==> src/rtl/cache_mem_arbiter.sv <==
// Two-master (I-cache, D-cache) to one SRAM-like memory port arbiter; one transaction in flight.
// Optional macro ARB_ROUND_ROBIN_EN: alternate grants on ties instead of fixed data-over-inst priority.
module cache_mem_arbiter #(
  parameter int unsigned A_WIDTH = 32
) (
  input  logic               clk,
  input  logic               rst,

  input  logic               inst_req,
  input  logic               inst_wr,
  input  logic [3:0]         inst_wen,
  input  logic [1:0]         inst_size,
  input  logic [A_WIDTH-1:0] inst_addr,
  input  logic [31:0]        inst_wdata,
  output logic [31:0]        inst_rdata,
  output logic               inst_addr_ok,
  output logic               inst_data_ok,

  input  logic               data_req,
  input  logic               data_wr,
  input  logic [3:0]         data_wen,
  input  logic [1:0]         data_size,
  input  logic [A_WIDTH-1:0] data_addr,
  input  logic [31:0]        data_wdata,
  output logic [31:0]        data_rdata,
  output logic               data_addr_ok,
  output logic               data_data_ok,

  output logic               mem_req,
  output logic               mem_wr,
  output logic [3:0]         mem_wen,
  output logic [1:0]         mem_size,
  output logic [A_WIDTH-1:0] mem_addr,
  output logic [31:0]        mem_wdata,
  input  logic [31:0]        mem_rdata,
  input  logic               mem_addr_ok,
  input  logic               mem_data_ok,

  output logic [1:0]         owner
);

  localparam int unsigned D_WIDTH = 32;
  localparam int unsigned O_WIDTH = 2;

  localparam logic [O_WIDTH-1:0] OWN_NONE = 2'b00;
  localparam logic [O_WIDTH-1:0] OWN_INST = 2'b01;
  localparam logic [O_WIDTH-1:0] OWN_DATA = 2'b10;

  typedef enum logic [1:0] {
    S_IDLE = 2'd0,
    S_ADDR = 2'd1,
    S_DATA = 2'd2
  } state_t;

  typedef struct packed {
    logic               wr;
    logic [3:0]         wen;
    logic [1:0]         size;
    logic [A_WIDTH-1:0] addr;
    logic [D_WIDTH-1:0] wdata;
  } req_fields_t;

  state_t               state_q, state_d;
  logic [O_WIDTH-1:0]   owner_q, owner_d;

  req_fields_t          inst_fields;
  req_fields_t          data_fields;
  req_fields_t          sel_fields;
  logic                 sel_req;
  logic                 grant_data;
  logic                 fwd_data_ok;

  assign inst_fields = '{wr: inst_wr, wen: inst_wen, size: inst_size,
                         addr: inst_addr, wdata: inst_wdata};
  assign data_fields = '{wr: data_wr, wen: data_wen, size: data_size,
                         addr: data_addr, wdata: data_wdata};

  // Owner's live request; only meaningful while a grant is held.
  assign sel_req    = owner_q[1] ? data_req    : inst_req;
  assign sel_fields = owner_q[1] ? data_fields : inst_fields;

`ifdef ARB_ROUND_ROBIN_EN
  // last_grant_q: 1 = data was granted last, 0 = inst (reset value).
  logic last_grant_q, last_grant_d;

  assign grant_data = data_req & (~inst_req | ~last_grant_q);

  always_ff @(posedge clk or posedge rst) begin : last_grant_reg
    if (rst) begin
      last_grant_q <= 1'b0;
    end else begin
      last_grant_q <= last_grant_d;
    end
  end
`else
  assign grant_data = data_req;
`endif

  always_ff @(posedge clk or posedge rst) begin : state_reg
    if (rst) begin
      state_q <= S_IDLE;
      owner_q <= OWN_NONE;
    end else begin
      state_q <= state_d;
      owner_q <= owner_d;
    end
  end

  always_comb begin : next_state
    state_d = state_q;
    owner_d = owner_q;
`ifdef ARB_ROUND_ROBIN_EN
    last_grant_d = last_grant_q;
`endif
    case (state_q)
      S_IDLE: begin
        if (inst_req | data_req) begin
          state_d = S_ADDR;
          owner_d = grant_data ? OWN_DATA : OWN_INST;
`ifdef ARB_ROUND_ROBIN_EN
          last_grant_d = grant_data;
`endif
        end
      end
      S_ADDR: begin
        if (mem_addr_ok && mem_data_ok) begin
          state_d = S_IDLE;
          owner_d = OWN_NONE;
        end else if (mem_addr_ok) begin
          state_d = S_DATA;
        end else if (!sel_req) begin
          // Owner gave up before the slave accepted; nothing was committed.
          state_d = S_IDLE;
          owner_d = OWN_NONE;
        end
      end
      S_DATA: begin
        if (mem_data_ok) begin
          state_d = S_IDLE;
          owner_d = OWN_NONE;
        end
      end
      default: begin
        state_d = S_IDLE;
        owner_d = OWN_NONE;
      end
    endcase
  end

  // data_ok belongs to the owner in DATA, or in ADDR when it coincides with addr_ok.
  assign fwd_data_ok = mem_data_ok &
                       ((state_q == S_DATA) | ((state_q == S_ADDR) & mem_addr_ok));

  always_comb begin : port_mux
    mem_req      = 1'b0;
    {mem_wr, mem_wen, mem_size, mem_addr, mem_wdata} = '0;
    inst_addr_ok = 1'b0;
    data_addr_ok = 1'b0;
    if (state_q == S_ADDR) begin
      mem_req      = sel_req;
      {mem_wr, mem_wen, mem_size, mem_addr, mem_wdata} = sel_fields;
      inst_addr_ok = owner_q[0] & mem_addr_ok;
      data_addr_ok = owner_q[1] & mem_addr_ok;
    end
    inst_data_ok = owner_q[0] & fwd_data_ok;
    data_data_ok = owner_q[1] & fwd_data_ok;
  end

  assign inst_rdata = mem_rdata;
  assign data_rdata = mem_rdata;
  assign owner      = owner_q;

endmodule

==> config.mk <==
export PLATFORM = sky130hd
export DESIGN_NAME = cache_mem_arbiter
export DESIGN_NICKNAME = d
export VERILOG_FILES = /design/src/rtl/cache_mem_arbiter.sv
export SDC_FILE = /design/constraint.sdc
export NUM_CORES = 1
export LEC_CHECK = 0
export ABC_AREA = 1
export CELL_PAD_IN_SITES_DETAIL_PLACEMENT = 0
export CELL_PAD_IN_SITES_GLOBAL_PLACEMENT = 2
export CORE_MARGIN = 2
export CORE_UTILIZATION = 10
export DETAILED_ROUTE_END_ITERATION = 16
export GPL_ROUTABILITY_DRIVEN = 0
export MAX_ROUTING_LAYER = met4
export PLACE_DENSITY_LB_ADDON = 0.05
export SYNTH_ARGS = -nofsm -noshare
export SYNTH_HDL_FRONTEND = slang
export SYNTH_SLANG_ARGS = --single-unit
export TNS_END_PERCENT = 30
==> constraint.sdc <==
create_clock -name clk -period 2 [get_ports clk]
set_clock_uncertainty 0.15 [all_clocks]
set_input_delay 0.3 -clock clk [delete_from_list [all_inputs] [get_ports clk]]
set_output_delay 0.3 -clock clk [all_outputs]
set_load 0.03 [all_outputs]
==> flow_summary.json <==
{
  "status": "completed",
  "drtIter0Drc": 44,
  "r2r_start": "owner[1]",
  "synth.area.mux_share": 0,
  "synth_top_area_frac": 0.325,
  "worstSetupStartpoint": "owner[1]",
  "period_share": 0.949,
  "grt_max_degree": 75,
  "drtPass1Iterations": 4,
  "hold_path_class": "input port to async pin",
  "fin_setup_tns_ns": 0,
  "vias": 2567,
  "io_pins": 322,
  "timing.slew.headroom": 0.780,
  "cts_buffers": 3,
  "final_layout_size_suffix_gt1_frac": 0.197,
  "ys_seq_area_frac": 0.0563,
  "overflow": 0,
  "drv_cap": 0,
  "via_per_inst": 3.58,
  "setup_viol": 0,
  "rows": 48,
  "synth_top_family_by_area": "simple AND/OR/NAND/NOR gates",
  "netlist_top_cells_area": "nand2_1 32%, buf_4 28%, a21oi_1 20%, buf_2 5.9%, dfrtp_1 5.6%",
  "ys_types": 15,
  "die_x_um": 137,
  "synthCells": 344,
  "start_kind": "flop",
  "crit_type": "flop to primary output",
  "antenna_cells": 0,
  "yosys_register_bits": 4,
  "min_period_ns": 1.90,
  "synth_xor_area_frac": 0,
  "cts_root_buffer": "clkbuf_16",
  "fin_area_um2": 3740,
  "drtAntennaViolNets": 0,
  "arrival_ns": 1.45,
  "critPathMaxFanout": 74,
  "port_buffers": 225,
  "post-route-util": 0.215,
  "clk_latency_ns": 0.23,
  "synth_area_um2": 1780,
  "wl_per_cell_um": 13.5,
  "worstPathRequired_ns": 1.55,
  "leakagePower_nw": 1.68,
  "cts_tree": "done",
  "synth_fa_ha_area_frac": 0,
  "cts_num_sinks": 4,
  "synth_compound_area_frac": 0.208,
  "post_cts_resize_count": 0,
  "ctsHoldBuffers": 0,
  "syn_area_per_cell_um2": 5.17,
  "nNetsFinal": 673,
  "die_y_um": 137,
  "hold_violations": 0,
  "grt_pass1_wl_um": 13300,
  "drc": 0,
  "path_clk_slew_ns": 0.03,
  "yosysWarnings": 0,
  "critPathCaptureType": "primary output",
  "post-cts-setup-buffers": 0,
  "vdd_drop_max_mv": 0.541,
  "max_freq_ghz": 0.527,
  "htreeDepth": 1,
  "clock_path_buffers": 2,
  "syn_nets": 524,
  "dieArea_um2": 18900,
  "hold_ws_ns": 0.103,
  "syn_to_final_growth_pct": 110,
  "drv_slew": 0,
  "power_density_nw_per_um2": 1340,
  "synth-simple-area-share": 0.371,
  "antenna_found_initial": 0,
  "wl_um": 9690,
  "grtUsageTotal": 0.0926,
  "start_util": 0.103,
  "dpl_cell_area_um2": 3600,
  "tightest_slew_ns": 0.330,
  "yosys.area.top_type": "nand2_1",
  "rsz0062_at_grt": "yes",
  "coreArea_um2": 17400,
  "fill_cells": 1954,
  "place_hpwl_um": 7260,
  "grt_pass1_vias": 2500
}
==> placed cells by master (no fill, tap or decap), types with 3 or more instances in the layout <==
cell | synthesis | layout
nand2_1 | 154 | 154
clkdlybuf4s50_1 | 0 | 148
buf_4 | 66 | 77
a21oi_1 | 72 | 69
inv_1 | 9 | 8
nor2_1 | 9 | 8
clkbuf_16 | 0 | 4
a21oi_2 | 0 | 3
dfrtp_1 | 4 | 3
buf_12 | 0 | 3
==> cell usage after synthesis (all sizes together) <==
| library cell | instances |
|---|---|
| buf | 88 |
| nor2 | 9 |
| dfrtp | 4 |
| nand3 | 2 |
| nand4 | 1 |
| o21ai | 2 |
| nand2 | 155 |
| inv | 10 |
| nand3b | 1 |
| a21oi | 72 |
==> stage by stage <==
stage               power [mW]  instances  setup slack [ns]
detailed placement        4.67        712             0.135
floorplan                 3.09        344            0.0984
finish                    5.02        717             0.101
global route              5.42        717          -0.00250
CTS                       5.02        716           0.00323
global placement          4.73        712             0.152
==> critical path: stages (launching register included) <==
cell,delay (ns)
dfrtp_2,0.41
buf_16,0.31
nand2_1,0.14
a21oi_2,0.20
buf_12,0.14
==> layout make-up <==
class | count | area [µm²] | area share
clock buffers | 4 | 78.8 | 0.0211
inverters | 10 | 40.0 | 0.0107
multi-input cells | 242 | 1040 | 0.279
flip-flops and latches | 4 | 101 | 0.0271
well taps | 225 | 282 | 0.0753
repair buffers | 232 | 2190 | 0.587
==> kinds of logic after synthesis <==
family	Yosys count
flops	4
buf+inv	98
simple gates	168
compound gates	74
==> path summary, 6_finish.rpt <==
check,cells after the start,slack [ns],to
max,4,0.10,mem_req
min,2,0.10,state_q[1]
max reg2reg,7,0.43,owner[1]
min reg2reg,2,0.36,owner[0]
max in group asynchronous,2,1.44,owner[1]
min in group clk,2,0.36,owner[0]
==> report_power, final <==
part | internal, mW | leakage, nW | switching, mW
Sequential | 0.117 | 0.0497 | 0.0410
Combinational | 1.64 | 1.59 | 2.90
Clock | 0.264 | 0.0382 | 0.0619
Total | 2.02 | 1.68 | 3.00
==> metal layers <==
| layer | share of wire | up-vias | wire [µm] | global-route usage |
|---|---|---|---|---|
| li1 | - | 1312 | - | - |
| met1 | 0.36 | 1086 | 3520 | 0.0983 |
| met2 | 0.50 | 152 | 4890 | 0.163 |
| met3 | 0.11 | 17 | 1110 | 0.0324 |
| met4 | 0.018 | 0 | 170 | 0.0252 |
| met5 | 0 | - | 0 | - |
==> flip-flops by register name, summed over array words and instances (netlist names) <==
signal	cells
owner	2
state_q	2
Note: power is estimated with default switching activity, not from simulation.
